[config.mk]
export PLATFORM = sky130hd
export DESIGN_NAME = chunked_serial_adder
export DESIGN_NICKNAME = d
export VERILOG_FILES = /design/src/rtl/adder_pkg.sv /design/src/rtl/ripple_slice.sv /design/src/rtl/chunked_serial_adder.sv
export SDC_FILE = /design/constraint.sdc
export NUM_CORES = 1
export LEC_CHECK = 0
export CORE_UTILIZATION = 28
export CTS_BUF_LIST = sky130_fd_sc_hd__clkbuf_16
export DETAILED_ROUTE_END_ITERATION = 10
export SLEW_MARGIN = 5
export SYNTH_ARGS = -nofsm -noshare
export SYNTH_HDL_FRONTEND = slang
export SYNTH_SLANG_ARGS = --single-unit
export TNS_END_PERCENT = 20
[constraint.sdc]
create_clock -name clk -period 5.2 [get_ports clk]
set_clock_uncertainty 0.1 [all_clocks]
set_input_delay 0.78 -clock clk [delete_from_list [all_inputs] [get_ports clk]]
set_output_delay 0.78 -clock clk [all_outputs]
set_load 0.02 [all_outputs]
[src/rtl/adder_pkg.sv]
// adder_pkg: shared definitions for chunked_serial_adder.
//   - state_t      : controller states (IDLE, RUN, DONE)
//   - nchunk()     : number of CHUNK-wide slices in a WIDTH-wide operand
//   - idx_width()  : chunk-index register width, $clog2(NCHUNK) but never 0
//   - DEF_IDX_W    : index width for the default 16/4 configuration
package adder_pkg;

  typedef enum logic [1:0] {
    IDLE = 2'd0,
    RUN  = 2'd1,
    DONE = 2'd2
  } state_t;

  function automatic int nchunk(input int width, input int chunk);
    return width / chunk;
  endfunction

  // A single-chunk adder still needs a 1-bit index register.
  function automatic int idx_width(input int n);
    return (n > 1) ? $clog2(n) : 1;
  endfunction

  localparam int DEF_IDX_W = idx_width(nchunk(16, 4));

endpackage

[src/rtl/ripple_slice.sv]
// ripple_slice: CHUNK-bit combinational ripple-carry adder.
// Ports:
//   x, y : CHUNK-bit addends
//   ci   : carry in
//   s    : CHUNK-bit sum
//   co   : carry out of the top bit
module ripple_slice #(
  parameter int CHUNK = 4
) (
  input  logic [CHUNK-1:0] x,
  input  logic [CHUNK-1:0] y,
  input  logic             ci,
  output logic [CHUNK-1:0] s,
  output logic             co
);

  logic w_c;

  always_comb begin
    w_c = ci;
    s   = '0;
    for (int i = 0; i < CHUNK; i++) begin
      s[i] = x[i] ^ y[i] ^ w_c;
      w_c  = (x[i] & y[i]) | (w_c & (x[i] ^ y[i]));
    end
    co = w_c;
  end

endmodule

[src/rtl/chunked_serial_adder.sv]
// chunked_serial_adder: multi-cycle WIDTH-bit adder that processes CHUNK bits
// per clock through one shared ripple_slice.
// Optional feature macro: ADDER_SUB_EN (adds the op port; op=1 computes a-b).
// Ports:
//   clk, rst_n          : clock (rising edge), async active-low reset
//   in_valid / in_ready : operand handshake (ready only in IDLE)
//   a, b, cin           : operands and carry-in
//   op                  : 0 add, 1 subtract (ADDER_SUB_EN builds only)
//   out_valid/out_ready : result handshake (valid only in DONE)
//   sum, cout           : result and carry out of bit WIDTH-1
//   busy                : high in RUN or DONE
module chunked_serial_adder
  import adder_pkg::*;
#(
  parameter int WIDTH = 16,
  parameter int CHUNK = 4
) (
  input  logic             clk,
  input  logic             rst_n,
  input  logic             in_valid,
  output logic             in_ready,
  input  logic [WIDTH-1:0] a,
  input  logic [WIDTH-1:0] b,
  input  logic             cin,
`ifdef ADDER_SUB_EN
  input  logic             op,
`endif
  output logic             out_valid,
  input  logic             out_ready,
  output logic [WIDTH-1:0] sum,
  output logic             cout,
  output logic             busy
);

  localparam int NCH   = nchunk(WIDTH, CHUNK);
  localparam int IDX_W = idx_width(NCH);

  if ((CHUNK < 1) || (CHUNK > WIDTH) || ((WIDTH % CHUNK) != 0)) begin : g_bad_params
    $error("chunked_serial_adder: WIDTH must be a positive multiple of CHUNK");
  end

  state_t             r_state;
  state_t             w_next;
  logic [WIDTH-1:0]   r_a;
  logic [WIDTH-1:0]   r_b;
  logic [WIDTH-1:0]   r_sum;
  logic [IDX_W-1:0]   r_idx;
  logic               r_carry;
  logic               r_cout;
  logic [CHUNK-1:0]   w_s;
  logic               w_co;
  logic               w_accept;
  logic               w_last;
  logic [WIDTH-1:0]   w_b_in;
  logic               w_c_in;

  assign w_accept = (r_state == IDLE) && in_valid;
  assign w_last   = (r_idx == IDX_W'(NCH - 1));

  // Subtraction is a + ~b + 1: invert b and force the carry-in on acceptance.
`ifdef ADDER_SUB_EN
  assign w_b_in = op ? ~b : b;
  assign w_c_in = op ? 1'b1 : cin;
`else
  assign w_b_in = b;
  assign w_c_in = cin;
`endif

  ripple_slice #(.CHUNK(CHUNK)) u_slice (
    .x  (r_a[r_idx*CHUNK +: CHUNK]),
    .y  (r_b[r_idx*CHUNK +: CHUNK]),
    .ci (r_carry),
    .s  (w_s),
    .co (w_co)
  );

  always_ff @(posedge clk or negedge rst_n) begin
    if (!rst_n) r_state <= IDLE;
    else        r_state <= w_next;
  end

  always_comb begin
    w_next = r_state;
    case (r_state)
      IDLE:    if (in_valid)      w_next = RUN;
      RUN:     if (w_last)        w_next = DONE;
      DONE:    if (out_ready)     w_next = IDLE;
      default:                    w_next = IDLE;
    endcase
  end

  always_ff @(posedge clk or negedge rst_n) begin
    if (!rst_n) begin
      r_a     <= '0;
      r_b     <= '0;
      r_sum   <= '0;
      r_idx   <= '0;
      r_carry <= 1'b0;
      r_cout  <= 1'b0;
    end else if (w_accept) begin
      r_a     <= a;
      r_b     <= w_b_in;
      r_carry <= w_c_in;
      r_sum   <= '0;
      r_idx   <= '0;
      r_cout  <= 1'b0;
    end else if (r_state == RUN) begin
      r_sum[r_idx*CHUNK +: CHUNK] <= w_s;
      r_carry                     <= w_co;
      r_idx                       <= r_idx + 1'b1;
      if (w_last) r_cout <= w_co;
    end
  end

  assign in_ready  = (r_state == IDLE);
  assign out_valid = (r_state == DONE);
  assign busy      = (r_state != IDLE);
  assign sum       = r_sum;
  assign cout      = r_cout;

endmodule

==> flow_summary.json, run 1 <==
{
  "cp-start-kind": "register",
  "drt-initial-drc-count": 123,
  "avgRoutedWirePerCell_um": 13.6,
  "setup_viol": 0,
  "cts_buffers": 5,
  "hpwl_um": 4060,
  "drive_above_1_share_pct": 7.05,
  "clkTransAtPathRegs_ps": 60,
  "dieWidth_um": 97.2,
  "powerDensity_nw_per_um2": 646,
  "clk_latency_ps": 280,
  "tightest_slew_ps": 1100,
  "worstSetupPathType": "register to register",
  "synth_seq_cells": 54,
  "grtUsageMet1_pct": 18.1,
  "worstPathMaxFanout": 18,
  "hp-start": "r_b[6]",
  "via_count": 1852,
  "ff2ff_path_depth": 10,
  "avgSynthCellArea_um2": 10.3,
  "syn_nets": 291,
  "yosysUniqueCellTypes": 29,
  "timing.final.crit_share_pct": 65.0,
  "root_buffer": "clkbuf_16",
  "synthCells": 246,
  "worstSetupEndpointType": "register",
  "nNetsFinal": 343,
  "grt_util_met3_pct": 3.60,
  "relSlewSlack_pct": 26.4,
  "die_height_um": 97.2,
  "clockBufferDepth": 2,
  "peakVddDrop_mv": 0.277,
  "p_leak_nw": 1.57,
  "drt-pass1-iter-count": 4,
  "synth-seq-area-share_pct": 53.3,
  "rsz0062_at_grt": "no",
  "grt_use_met2_pct": 19.7,
  "post_cts_buffers": 0,
  "grt_max_degree": 55,
  "final_hold_viol_count": 0,
  "vias_per_cell": 4.56,
  "period_needed_ps": 3380,
  "n_antenna_cell": 0,
  "routabilityCongestion": 0.731,
  "drcViolationCount": 0,
  "finalSetupTns_ps": 0,
  "grt_pass1_vias": 1938,
  "coreArea_um2": 8760,
  "antenna_found_initial": 0,
  "postCtsResizedCells": 0,
  "cts.sinks": 54,
  "syn_area_um2": 2530,
  "ys.flop_type": "dfrtp_1",
  "fillers": 892,
  "setup_ws_ps": 1820,
  "r2r_end": "sum[11]",
  "grt-ovfl-total": 0,
  "clock.fmax_ghz": 0.296,
  "hold_depth": 2,
  "cp.arrival_ps": 3450,
  "portBuffers": 56,
  "synth_edf_count": 0,
  "outcome": "finished, final reports clean",
  "final_cell_mix": "nand2_1 (100), clkdlybuf4s50_1 (55), dfrtp_1 (54), inv_1 (13)",
  "final_common_cell": "nand2_1",
  "area_delta_synth_final_pct": 30.7,
  "crit_end": "sum[11]",
  "cts-hold-fix-buffers": 0,
  "start_util_pct": 28.9,
  "fp.dieArea_um2": 9440,
  "placementRows": 34,
  "maxSlewViolCount": 0,
  "startpoint": "r_idx[0]",
  "dpl-instance-area_um2": 3180,
  "ant_nets": 0,
  "grt_pass1_wl_um": 9570,
  "synth_warnings": 0,
  "worst-r2r-setup-slack_ps": 1820,
  "synthArstFlopShare_pct": 100,
  "grt.busiest_layer": "met2",
  "required_ps": 5270,
  "io-pin-count": 57,
  "hold_class": "register to register",
  "htree_levels": 2,
  "drv_cap": 0,
  "pre_cts_ws_ps": 1820,
  "track_usage_pct": 12.9,
  "regToRegStartpoint": "r_idx[0]",
  "drt-total-wl_um": 5520,
  "cts_tree": "built",
  "design_area_um2": 3310
}
[sequential cells by signal, indices dropped and copies added, names as in the netlist]
name,count
cout,1
r_a,16
r_b,16
r_carry,1
r_idx,2
r_state,2
sum,16
[final cells by class]
| type | count | area (µm²) | area share [%] |
|---|---|---|---|
| clock inverters | 2 | 10.0 | 0.302 |
| flip-flops and latches | 54 | 1350 | 40.8 |
| repair buffers | 58 | 571 | 17.2 |
| multi-input cells | 166 | 1070 | 32.4 |
| inverters | 13 | 48.8 | 1.47 |
| well taps | 108 | 135 | 4.08 |
| clock buffers | 5 | 125 | 3.78 |
[metrics by stage]
stage	utilization (%)	hold WS (ps)	instances	power, mW
final	37.8	376	406	2.14
after detailed placement	36.3	362	399	1.85
after CTS	37.8	379	406	2.17
after floorplan	-	340	246	1.47
after global placement	36.3	357	399	1.82
after global routing	37.8	394	406	2.32
[power breakdown]
| group | total (mW) | internal, mW | switching, mW |
|---|---|---|---|
| Sequential | 0.767 | 0.606 | 0.161 |
| Combinational | 1.07 | 0.489 | 0.577 |
| Clock | 0.309 | 0.174 | 0.135 |
| Total | 2.14 | 1.27 | 0.873 |
[critical path: stages, from the launching register on]
cell,delay (ps)
dfrtp_1,830
mux4_2,590
inv_1,90
fa_1,160
inv_1,50
fa_1,360
inv_1,90
fa_1,160
inv_1,50
fa_1,540
a32o_1,260
[worst min path at each step]
stage | end | slack [ps]
3_5_place_dp | r_a[1] | 360
4_1_cts | r_a[1] | 380
2_1_floorplan | r_a[10] | 340
6_report | r_b[6] | 380
3_3_place_gp | r_b[3] | 360
5_1_grt | r_b[6] | 390
[cells by family after synthesis]
logic type / Yosys count / synth area share, %
mux: 10 / 7.90
buf+inv: 26 / 4.64
flops: 54 / 53.3
compound gates: 24 / 7.50
fa+ha+maj: 8 / 5.13
simple gates: 124 / 21.5
[cell usage after synthesis, types with 3 or more instances]
cell	number	area [µm²]
a21o_1	3	22.5
o2bb2ai_1	6	52.6
nand2b_1	4	25.0
nand2_1	100	375
fa_1	4	80.1
mux4_2	8	180
dfrtp_1	54	1350
ha_1	4	50.1
inv_1	13	48.8
nor2_1	4	15.0
buf_2	10	50.1
o21ai_0	5	25.0
a22o_1	8	70.1
nand3_1	3	15.0
[metal layers]
layer	share of wire, %	routed length [µm]
met4	1.0	57
met2	48	2620
met5	0	0
met3	3.8	212
met1	48	2630
No activity file was read; power rests on OpenSTA's default activity.
==> run 2, diff against run 1 <==
==> constraint.sdc (replaced) <==
create_clock -name clk -period 2.8 [get_ports clk]
set_clock_uncertainty 0.1 [all_clocks]
set_input_delay 0.42 -clock clk [delete_from_list [all_inputs] [get_ports clk]]
set_output_delay 0.42 -clock clk [all_outputs]
set_load 0.02 [all_outputs]
==> flow_summary.json, run 2 (synthesis gave the netlist of run 1 again) <==
{
  "avgRoutedWirePerCell_um": 14.1,
  "antenna_found_initial": 0,
  "maxSlewViolCount": 0,
  "n_antenna_cell": 0,
  "dpl-instance-area_um2": 3220,
  "drt-total-wl_um": 5840,
  "portBuffers": 56,
  "p_sw_share_pct": 40.6,
  "period_needed_ps": 2810,
  "cts.sinks": 54,
  "clk_latency_ps": 290,
  "hold_slack_ps": 155,
  "p_int_mw": 2.47,
  "grt_max_degree": 55,
  "start_util_pct": 28.9,
  "design_area_um2": 3380,
  "worstSetupEndpointType": "register",
  "final_hold_viol_count": 0,
  "clockPowerShare_pct": 14.3,
  "hpwl_um": 4240,
  "power_mw": 4.16,
  "place_inst": 405,
  "peakVddDrop_mv": 0.383,
  "via_count": 1903,
  "fp.dieArea_um2": 9440,
  "dieWidth_um": 97.2,
  "relSlewSlack_pct": 54.3,
  "rsz0062_at_grt": "yes",
  "worstSetupPathType": "register to register",
  "fin_util_pct": 38.6,
  "worst-r2r-setup-slack_ps": -6,
  "ant_nets": 0,
  "clockBufferDepth": 2,
  "routabilityCongestion": 0.734,
  "clock.fmax_ghz": 0.356,
  "setup_viol": 1,
  "placementRows": 34,
  "final_cell_mix": "nand2_1 (100), clkdlybuf4s50_1 (55), dfrtp_1 (53), inv_1 (9), buf_4 (9)",
  "vias_per_cell": 4.60,
  "drcViolationCount": 0,
  "pre_cts_ws_ps": -115,
  "finalSetupTns_ps": -5.93,
  "area_delta_synth_final_pct": 33.3,
  "coreArea_um2": 8760,
  "worstPathMaxFanout": 4,
  "cp.arrival_ps": 2890,
  "sequentialPowerShare_pct": 32.8,
  "powerDensity_nw_per_um2": 1230,
  "track_usage_pct": 13.4,
  "drt-pass1-iter-count": 4,
  "drive_above_1_share_pct": 12.1,
  "outcome": "complete, but fails checks",
  "cts_buffers": 5,
  "violations": "negative setup slack",
  "cts_tree": "built",
  "htree_levels": 2,
  "drt-initial-drc-count": 82,
  "setup_ws_ps": -5.93,
  "timing.final.crit_share_pct": 100,
  "grt_pass1_wl_um": 9960,
  "instances_no_fill": 414,
  "tightest_slew_ps": 685,
  "met3_length_um": 270,
  "met1Wirelength_um": 2730,
  "io-pin-count": 57,
  "required_ps": 2890,
  "grt_pass1_vias": 2064,
  "netSwitchingPower_mw": 1.69,
  "final_common_cell": "nand2_1",
  "die_height_um": 97.2,
  "highest-signal-layer": "met4",
  "fillers": 909,
  "ff2ff_path_depth": 10,
  "drv_cap": 0,
  "root_buffer": "clkbuf_16",
  "wl_met2_um": 2700,
  "hold_class": "input port to asynchronous set/reset pin",
  "p_leak_nw": 1.60,
  "cp-start-kind": "register",
  "p_comb_share_pct": 52.9,
  "grt-ovfl-total": 0,
  "clkTransAtPathRegs_ps": 70,
  "nNetsFinal": 350
}
## run 2: cell types whose count changed in the layout (fill, tap and decap cells not counted), moves of 4 or more
cell / previous run / this run
fa_1: 4 / 0
buf_4: 2 / 9
inv_1: 13 / 9
inv_2: 0 / 5
fa_2: 0 / 4
## run 2: power by group through the flow
stage               registers [mW]  clock network, mW  logic [mW]
CTS                           1.37              0.611        2.20
floorplan                     1.39                  0        1.36
finish                        1.37              0.594        2.20
global placement              1.37                  0        2.11
detailed placement            1.38                  0        2.14
global route                  1.41              0.633        2.45
## run 2: worst paths after layout
| kind | to | from |
|---|---|---|
| max | sum[11] | r_idx[0] |
| min | r_state[1] | rst_n |
| max reg2reg | sum[11] | r_idx[0] |
| min reg2reg | r_a[13] | r_a[13] |
| max in group asynchronous | r_idx[0] | rst_n |
| min in group clk | r_a[13] | r_a[13] |
## run 2: worst max-delay path: stages (launching register included)
cell,delay [ps]
dfrtp_2,440
mux4_2,340
inv_2,40
fa_2,350
inv_2,60
fa_2,180
inv_2,40
fa_2,360
inv_2,60
fa_2,460
a32o_1,270
## run 2: final cells by class
type	count	area, µm²	area share, %
Inverter	13	48.8	1.44
Multi-Input combinational cell	166	1080	32.0
Clock buffer	5	125	3.70
Tap cell	108	135	4.00
Clock inverter	3	12.5	0.370
Timing Repair Buffer	65	623	18.4
Sequential cell	54	1350	40.0
## run 2: layer usage
metal / vias up / global-route usage [%]
met5: - / 0
met4: 0 / 5.63
met3: 12 / 2.88
met2: 50 / 21.3
met1: 913 / 17.6
li1: 928 / -
## run 2: timing repair
action,in CTS,in global routing
pin swaps,2,4
buffers inserted,1,0
resized for setup,5,5
hold buffers,0,0
endpoints found under the setup margin,4,5
